### src/rtl/dds_sweep_ctrl.sv
// Sweep sequencer for the DDS phase accumulator: captures a linear FTW sweep
// configuration, clears the accumulator, then steps the FTW with a per-step dwell.
module dds_sweep_ctrl #(
  parameter int FTW_W   = 32,
  parameter int DWELL_W = 16
) (
  input  logic               clk,
  input  logic               reset,
  input  logic               cfg_valid,
  output logic               cfg_ready,
  input  logic [FTW_W-1:0]   cfg_start_ftw,
  input  logic [FTW_W-1:0]   cfg_stop_ftw,
  input  logic [FTW_W-1:0]   cfg_step,
  input  logic [DWELL_W-1:0] cfg_dwell,
  input  logic               cfg_repeat,
  input  logic               go,
  input  logic               abort,
  output logic [FTW_W-1:0]   ftw,
  output logic               acc_clear,
  output logic               acc_enable,
  output logic               step_tick,
  output logic               busy,
  output logic               done
);

  localparam logic [2:0] S_IDLE  = 3'd0;
  localparam logic [2:0] S_ARMED = 3'd1;
  localparam logic [2:0] S_CLEAR = 3'd2;
  localparam logic [2:0] S_RUN   = 3'd3;
  localparam logic [2:0] S_DONE  = 3'd4;

  logic [2:0]         state;
  logic [FTW_W-1:0]   start_r;
  logic [FTW_W-1:0]   stop_r;
  logic [FTW_W-1:0]   step_r;
  logic [DWELL_W-1:0] dwell_r;
  logic               repeat_r;
  logic [DWELL_W-1:0] dwell_cnt;
  logic               capture;
  logic               sweep_end;
  logic [FTW_W:0]     next_sum;

  assign cfg_ready  = (state == S_IDLE) || (state == S_ARMED);
  assign busy       = (state == S_CLEAR) || (state == S_RUN);
  assign acc_clear  = (state == S_CLEAR);
  assign acc_enable = (state == S_RUN);
  assign done       = (state == S_DONE);
  assign capture    = cfg_valid && cfg_ready;

  // One extra bit on the sum lets the clamp catch carry-out instead of wrapping.
  always_comb begin
    next_sum  = {1'b0, ftw} + {1'b0, step_r};
    sweep_end = (ftw == stop_r) || (start_r >= stop_r) || (step_r == '0);
  end

  always_ff @(posedge clk) begin
    if (reset) begin
      state     <= S_IDLE;
      start_r   <= '0;
      stop_r    <= '0;
      step_r    <= '0;
      dwell_r   <= '0;
      repeat_r  <= 1'b0;
      dwell_cnt <= '0;
      ftw       <= '0;
      step_tick <= 1'b0;
    end else begin
      step_tick <= 1'b0;
      if (capture) begin
        start_r  <= cfg_start_ftw;
        stop_r   <= cfg_stop_ftw;
        step_r   <= cfg_step;
        dwell_r  <= cfg_dwell;
        repeat_r <= cfg_repeat;
      end
      case (state)
        S_IDLE: begin
          if (capture) state <= S_ARMED;
        end
        S_ARMED: begin
          // A same-cycle capture must feed the new start straight into CLEAR.
          if (go && !abort) begin
            state <= S_CLEAR;
            ftw   <= capture ? cfg_start_ftw : start_r;
          end
        end
        S_CLEAR: begin
          if (abort) begin
            state <= S_ARMED;
          end else begin
            state     <= S_RUN;
            dwell_cnt <= dwell_r;
          end
        end
        S_RUN: begin
          if (abort) begin
            state <= S_ARMED;
          end else if (dwell_cnt != '0) begin
            dwell_cnt <= dwell_cnt - 1'b1;
          end else begin
            dwell_cnt <= dwell_r;
            if (sweep_end) begin
              if (repeat_r) begin
                ftw       <= start_r;
                step_tick <= 1'b1;
              end else begin
                state <= S_DONE;
              end
            end else begin
              ftw       <= (next_sum > {1'b0, stop_r}) ? stop_r : next_sum[FTW_W-1:0];
              step_tick <= 1'b1;
            end
          end
        end
        S_DONE: begin
          state <= S_ARMED;
        end
        default: begin
          state <= S_IDLE;
        end
      endcase
    end
  end

endmodule

### config.mk
export PLATFORM = sky130hd
export DESIGN_NAME = dds_sweep_ctrl
export DESIGN_NICKNAME = d
export VERILOG_FILES = /design/src/rtl/dds_sweep_ctrl.sv
export SDC_FILE = /design/constraint.sdc
export NUM_CORES = 1
export LEC_CHECK = 0
export CAP_MARGIN = 20
export CORE_MARGIN = 2
export CORE_UTILIZATION = 41
export DETAILED_ROUTE_END_ITERATION = 16
export PLACE_DENSITY = 0.65
export SLEW_MARGIN = 10
export SYNTH_ARGS = -nofsm -noshare
export SYNTH_HDL_FRONTEND = slang
export SYNTH_SLANG_ARGS = --single-unit
### constraint.sdc
create_clock -name clk -period 10.3 [get_ports clk]
set_input_delay 2.06 -clock clk [delete_from_list [all_inputs] [get_ports clk]]
set_output_delay 2.06 -clock clk [all_outputs]
set_load 0.01 [all_outputs]
# --- After elaboration in Yosys (flattened, before gate mapping) ---
# Cells that the tools add are included.
word_totals:
  latch_bits: 0
  ram_bits: 0
  romBits: 0
  reg_bits: 165
  in_bits: 118
  wordCells: 66
  memories: 0
  out_inout_bits: 38
classes:
  n_lt_le_gt_ge: 2
  reduce_logical: 16
  bitwise: 1
  n_mul: 0
  div: 0
  eq_ne: 14
  n_mux: 22
  shift: 0
  add_sub_neg: 2
ops:
  columns: ["cell", "count"]
  rows:
  - ["two-way mux 32 bit", 7]
  - ["case mux 32 bit (2 select lines)", 1]
  - ["two-way mux 16 bit", 3]
  - ["adder 32 x 32 -> 33 bit", 1]
  - ["greater-than comparator 33 x 32 -> 1 bit", 1]
  - ["== test 32 bit", 1]
  - ["greater-or-equal comparator 32 bit", 1]
  - ["zero test 32 bit", 1]
  - ["case mux 16 bit (2 select lines)", 1]
  - ["two-way mux 3 bit", 6]
  - ["nonzero test 16 bit", 1]
  - ["subtractor 16 x 1 -> 16 bit (second input constant)", 1]
  - ["case mux 3 bit (5 select lines)", 1]
  - ["AND reduction 5 bit", 2]
  - ["!= test 3 bit (second input constant)", 3]
  - ["!= test 2 bit (second input constant)", 4]
  - ["== test 3 x 2 -> 1 bit (second input constant)", 2]
  - ["logical OR 1 bit", 4]
  - ["nonzero test 2 bit", 2]
  - ["OR reduction 4 bit", 1]
  - ["== test 3 x 1 -> 1 bit (second input constant)", 1]
  - ["== test 3 bit (second input constant)", 1]
  - ["zero test 3 bit", 1]
  - ["!= test 3 x 2 -> 1 bit (second input constant)", 1]
  - ["7 further kinds", 9]

# --- Logic depth before layout (Yosys ltp) ---
# Gate-level depths: netlist (run 1).
logic_depth:
  word_depth: 7
  ltp_mapped: 22
  ltp_nobuf: 20

# --- Worst setup path before layout (run 1) ---
# No wires, ideal clock.
synth_path:
  kind: "reg2reg"
  startpoint: "reg ftw[0]"
  endpoint: "reg ftw[10]"
  stages_incl_launch_ff: 23
  required_time_ns: 10.183
  arrival_time_ns: 4.407
  path_buffers: 2
  slack_ns: 5.776
  period_less_slack_ns: 4.524
  setup_time_ns: 0.117
  path_cell_list: "dfxtp_1 > ha_1 > fa_1 > a21oi_1 > nor2_1 > o41ai_4 > a21oi_1 > a41oi_1 > o21bai_1 > xnor2_1 > inv_1 > ha_1 > nand4_1 > nor4_1 > o311ai_1 > nand4_1 > nand2_1 > a21o_1 > buf_2 > clkbuf_1 > nand3_1 > a31oi_1 > a22o_1"
synth_between:
  elab_chain_cells: 7
  word_cells_on_any_way: 12
  classes_between: "1 x add/sub; 1 x order compare; 2 x eq/ne; 5 x mux; 3 x reduce/logical"
synth_rtl:
  columns: ["element", "line", "rtl"]
  rows:
  - ["start: declaration", "18", "output logic [FTW_W-1:0] ftw,"]
  - ["start signal: assignment", "84", "ftw <= capture ? cfg_start_ftw : start_r;"]
  - ["start signal: assignment", "104", "ftw <= start_r;"]
  - ["start signal: assignment", "110", "ftw <= (next_sum > {1'b0, stop_r}) ? stop_r : next_sum[FTW_W-1:0];"]
  - ["adder 32 x 32 -> 33 bit / == test 32 bit (equally long branches)", "52, 53", null]
  - ["greater-than comparator 33 x 32 -> 1 bit / logical OR 1 bit (equally long branches)", "110, 53", null]
  - ["two-way mux 32 bit / logical OR 1 bit (equally long branches)", "110, 53", null]
  - ["two-way mux 32 bit", "102", "if (sweep_end) begin"]
  - ["two-way mux 32 bit", "98", "end else if (dwell_cnt != '0) begin"]
  - ["two-way mux 32 bit", "96", "if (abort) begin"]
  - ["case mux 32 bit (2 select lines)", "76", "case (state)"]
# Parallel ways exist; a longest one is shown, timed or not. The select of a mux whose other input is x is not followed.
# A chain may end at the register's enable or synchronous reset.

# --- Final worst setup path (run 1) ---
layout_path:
  startpoint: "reg ftw[0]"
  endpoint: "reg ftw[28]"
# The elaborated chain is that of the path after synthesis.

==> results.ini, run 1 <==
[run_status]
status=completed

[power]
power_density_nw_per_um2=141
p_comb_share_pct=24.9
swShare_pct=34.7
p_leak_uw=0.00535
finalPower_uw=1850
power_frac_seq_pct=38.9
p_clk_share_pct=36.2
intPower_uw=1210
switchingPower_uw=641
ir_drop_mv=0.105

[clocking]
cts_tree=yes
numCtsBuffers=17
path_clk_slew_ns=0.07
cts.sinks=165
htree_levels=4
cts.hold.buffers_added=0
clockRootBuffer=clkbuf_16
cts_resized=0
cts_setup_buffers=0
cts_buffer_depth=2
clock_latency_ns=0.45

[place]
port_buffers=155
dp_hpwl_um=26900
gp_congestion=1.01
dp.cells=1863
place_area_um2=12500
dp_slack_ns=4.86

[timing]
layout_setup_ws_ns=4.73
finalHoldViolCount=0
slew_headroom_pct=27.2
drv_slew=0
fin_crit_ns=5.57
finClkSkew_ns=0.0167
worst_slew_pin_slew_ns=1.08
setup_tns_ns=0
rsz0062_at_grt=false
post-route-period-util_pct=54.0
setup_viol=0
fmax_mhz=180

[logic_synthesis]
synth_edf_count=0
ys_async_sr_fraction_pct=0
syn_nets=1664
postSynthAreaPerCell_um2=7.49
syn_area_um2=10800
synth_cells=1447
ys_seq_area_share_pct=30.5
yosys_warnings=0
ys_seq_elements=165
synthFlopType=dfxtp_1
yosysUniqueCellTypes=73

[floorplanning]
core_area_um2=26000
num_rows=59
die_area_um2=27800
die_h_um=167
die_w_um=167
start_util_pct=41.7
io_pins=156

[drt]
routed_wl_um=35700
final_antenna_net_count=0
wl_per_cell_um=18.8
post_drt_via_cell_ratio=5.72
first_pass_iters=6
drc=0
drt-initial-drc-count=1029
vias=10800

[layout]
final_nets=1764
mostFrequentLayoutCells=nand2_1 (292), a21oi_1 (210), dfxtp_1 (165)
final_common_cell=nand2_1
drive_gt1_share_pct=3.91
area_growth_syn_to_layout_pct=21.1
antennaDiodeCount=0
final_area_um2=13100
finalNonFillerCells=1895

[setup_path]
cpPeakStageDelay_ns=0.78
critPathSlowestCell=a21o_1
cp_top_family=compound AO/OA/AOI/OAI gates
worstSetupPathType=reg -> reg
crit_arrival_ns=5.92
crit_path_max_fanout=28
path_cells=ha_1, fa_1, a21oi_1, nor2_1, o41ai_4, a21oi_1, a41oi_1, o21bai_1, xnor2_1, inv_1, ha_1, nand4_1, nor4_1, and4_1, a21o_1, nand2_2, o311a_1, o31ai_2
cp.required_ns=10.66
end_kind=flop
cp_num_buf_inv=1
critPathLaunchType=flop

[min_path]
hold_class=reg -> reg

[flow_run]
maxCapViolations=0

[grt]
antenna_found_initial=0
grt_pass1_vias=10200
grt_max_degree=94
grt_first_pass_wirelength_um=56000
grt.overflow.total=0
grtUsageTotal_pct=25.2

-- per-stage QoR --
stage               hold WS [ns]  util [%]
floorplan                  0.433         -
global placement           0.445      48.2
detailed placement         0.446      48.2
CTS                        0.461      50.5
global route               0.482      50.5
finish                     0.457      50.5
-- worst min-delay path, stage by stage, from the launching register on --
cell	delay (ns)
dfxtp_1	0.31
nand2_1	0.05
a21oi_1	0.05
-- logic make-up after synthesis --
| group | share of synthesized area, % |
|---|---|
| AOI/OAI and AO/OA | 25.9 |
| xor gates and xnor gates | 4.60 |
| adders and majority gates | 11.5 |
| buffers and inverters | 5.01 |
| DFF | 30.5 |
| muxes | 0.369 |
| and+or+nand+nor | 22.2 |
-- registers in the layout (all words and copies together), names as in the netlist --
| register | cells |
|---|---|
| start_r | 32 |
| dwell_r | 16 |
| ftw | 32 |
| stop_r | 32 |
| step_r | 32 |
| state | 3 |
| repeat_r | 1 |
| dwell_cnt | 16 |
| step_tick | 1 |
-- power by group through the flow --
stage / Clock, uW / Sequential [uW] / Combinational [uW]
6_report: 669 / 718 / 460
5_1_grt: 703 / 723 / 510
4_1_cts: 678 / 717 / 457
3_5_place_dp: 0 / 732 / 454
3_3_place_gp: 0 / 731 / 449
2_1_floorplan: 0 / 716 / 305
-- worst paths after layout --
| check | from | endpoint | slack [ns] | cells past startpoint |
|---|---|---|---|---|
| max | ftw[0] | ftw[28] | 4.73 | 18 |
| min | dwell_r[15] | dwell_r[15] | 0.46 | 2 |
| max reg2reg | ftw[0] | ftw[28] | 4.73 | 18 |
| min reg2reg | dwell_r[15] | dwell_r[15] | 0.46 | 2 |
-- cell usage after synthesis (8+ instances only) --
cell type  count  area [um^2]
nand2b_1       8         50.1
nor2_1        91          342
xnor2_1       14          123
a21oi_1      210         1050
o21bai_1       8         60.1
o21ai_1       21          105
ha_1          98         1230
inv_1         52          195
a21o_1        16          120
clkbuf_1      59          221
xor2_1        43          377
o21ai_0       58          290
buf_2         14         70.1
or3_1         12         75.1
o211ai_1      20          150
o21a_1         8         60.1
nand4_1       19          119
o2bb2ai_1     11         96.3
nor4_1        21          131
nand3_1       32          160
nand2_1      293         1100
dfxtp_1      165         3300
a31oi_1       18          113
a22o_1        10         87.6
a211oi_1      19          143
nor3_1        17         85.1
-- area by class of cell --
type / instances / area (um^2)
multi-input cells: 1148 / 7010
fillers: 2579 / 12900
well taps: 335 / 419
clock buffers: 17 / 425
clock inverters: 15 / 180
repair buffers: 162 / 1600
flip-flops and latches: 165 / 3300
inverters: 53 / 199
-- layer usage --
metal	track usage, %	wire (um)	up-vias
met1	36.9	17100	5087
met3	4.21	2480	28
met4	5.92	546	0
li1	-	-	5367
met2	38.8	15600	361
met5	0	0	-
Note: power is estimated with default switching activity, not from simulation.
==> run 2, diff against run 1 <==
--- a/config.mk
+++ b/config.mk
@@ -9,7 +9,7 @@
 export CORE_MARGIN = 2
 export CORE_UTILIZATION = 41
 export DETAILED_ROUTE_END_ITERATION = 16
-export PLACE_DENSITY = 0.65
+export PLACE_DENSITY = 0.67
 export SLEW_MARGIN = 10
 export SYNTH_ARGS = -nofsm -noshare
 export SYNTH_HDL_FRONTEND = slang
==> constraint.sdc (replaced) <==
create_clock -name clk -period 4.7 [get_ports clk]
set_input_delay 0.94 -clock clk [delete_from_list [all_inputs] [get_ports clk]]
set_output_delay 0.94 -clock clk [all_outputs]
set_load 0.01 [all_outputs]
==> run 2 against run 1 <==
Net effect: wire length up 4.8%; worst hold slack got worse by 0.0038 ns; via count grew 4.2%; global-route usage rose by 0.84 points; die area unchanged; sequential share of layout area decreased by 1.0 points; critical path depth is 3 higher; non-clock buffer count rose by 53; worst setup slack lost 4.6 ns; clock power up 120%; largest power group unchanged; highest routed layer unchanged.
==> results.ini, run 2 (synthesis results as in run 1) <==
[clocking]
clockRootBuffer=clkbuf_16
htree_levels=4
cts_buffer_depth=2
cts_tree=yes
path_clk_slew_ns=0.08
clock_latency_ns=0.45
cts.hold.buffers_added=0
numCtsBuffers=17
cts.sinks=165

[setup_path]
worstSetupPathType=reg -> reg
critPathLaunchType=flop
crit_path_max_fanout=14
crit_arrival_ns=4.88
worst_r2r_path_depth=21
cp.required_ns=5.04
end_kind=flop

[timing]
fin_crit_ns=4.53
setup_viol=0
worst_slew_pin_slew_ns=0.882
layout_setup_ws_ns=0.169
slew_headroom_pct=41.0
fmax_mhz=221
drv_slew=0
finalHoldViolCount=0
finClkSkew_ns=0.0114
post-route-period-util_pct=96.4
setup_tns_ns=0

[drt]
final_antenna_net_count=0
vias=11300
routed_wl_um=37400
post_drt_via_cell_ratio=5.80
wl_per_cell_um=19.2
first_pass_iters=8
drc=0
drt-initial-drc-count=1153

[layout]
drive_gt1_share_pct=8.43
antennaDiodeCount=0
final_area_um2=13700
n_fill_cell=2550
multi_input_area_um2=7130
final_common_cell=nand2_1
mostFrequentLayoutCells=nand2_1 (291), a21oi_1 (207), dfxtp_1 (165)
area_growth_syn_to_layout_pct=26.2
regArea_um2=3300
final_nets=1817

[floorplanning]
start_util_pct=41.7
die_area_um2=27800
core_area_um2=26000
die_h_um=167
io_pins=156
num_rows=59
die_w_um=167

[place]
gp_congestion=1.01
port_buffers=155
dp_hpwl_um=28700
place_area_um2=12900
dp_slack_ns=-0.0509

[run_status]
status=completed

[power]
ir_drop_mv=0.266
p_leak_uw=0.00564
power_density_nw_per_um2=306

[min_path]
hold_path_depth=2
hold_class=reg -> reg

[grt]
grt_max_degree=69
grt_pass1_vias=10400
grt.overflow.total=0
grtUsageTotal_pct=26.1
antenna_found_initial=0
grt_first_pass_wirelength_um=57500

[flow_run]
maxCapViolations=0

run 2: metrics by stage:
step	utilization [%]	instances	total power, uW	hold WS, ns
final	52.6	1948	4190	0.454
after global routing	52.6	1948	4370	0.474
after CTS	52.1	1945	4140	0.455
after detailed placement	49.7	1913	2670	0.445
after global placement	49.7	1913	2650	0.442
after floorplan	-	1447	2240	0.433
run 2: worst paths after layout:
| kind | start | end | slack (ns) |
|---|---|---|---|
| max | ftw[0] | ftw[21] | 0.17 |
| min | dwell_r[15] | dwell_r[15] | 0.45 |
| max reg2reg | ftw[0] | ftw[21] | 0.17 |
| min reg2reg | dwell_r[15] | dwell_r[15] | 0.45 |
run 2: routing by layer:
metal	global-route usage, %	wire length, um	up-vias
li1	-	-	5482
met1	38.2	17600	5298
met2	40.3	16100	473
met3	4.23	3060	42
met4	5.58	548	0
met5	0	0	-
run 2: cell type report:
cell class                 count  share of cell area, %
multi-input combinational   1148                   52.1
timing repair buffer         215                   14.8
clock inverter                15                   1.33
sequential                   165                   24.2
tap                          335                   3.06
clock buffer                  17                   3.11
inverter                      53                   1.45
run 2: repair_timing:
item / in CTS / in global routing
endpoints found under the hold margin: 0 / 0
pin swaps: 0 / 18
buffers inserted: 0 / 2
cloned: 0 / 1
endpoints found under the setup margin: 19 / 32
gates resized for setup: 3 / 30
run 2: report_power, final:
group	total (uW)	internal (uW)	switching, uW
logic	1140	481	662
registers	1570	1480	90.0
clock network	1480	767	708
total	4190	2730	1460
run 2: worst max-delay path: stages (launching register included):
cell and delay, ns:
dfxtp_1 0.32, ha_2 0.20, fa_2 0.40, a21oi_4 0.18, nor2_2 0.07, o41ai_4 0.30
buf_4 0.18, a21oi_1 0.08, o21ai_1 0.23, nand2_1 0.16, a2111oi_2 0.40, buf_4 0.18
nor2_1 0.04, ha_1 0.32, nand4_1 0.10, nor2_2 0.21, and4_2 0.31, a21oi_4 0.06
buf_12 0.16, o21ai_0 0.16, o211ai_1 0.11, a32o_1 0.26
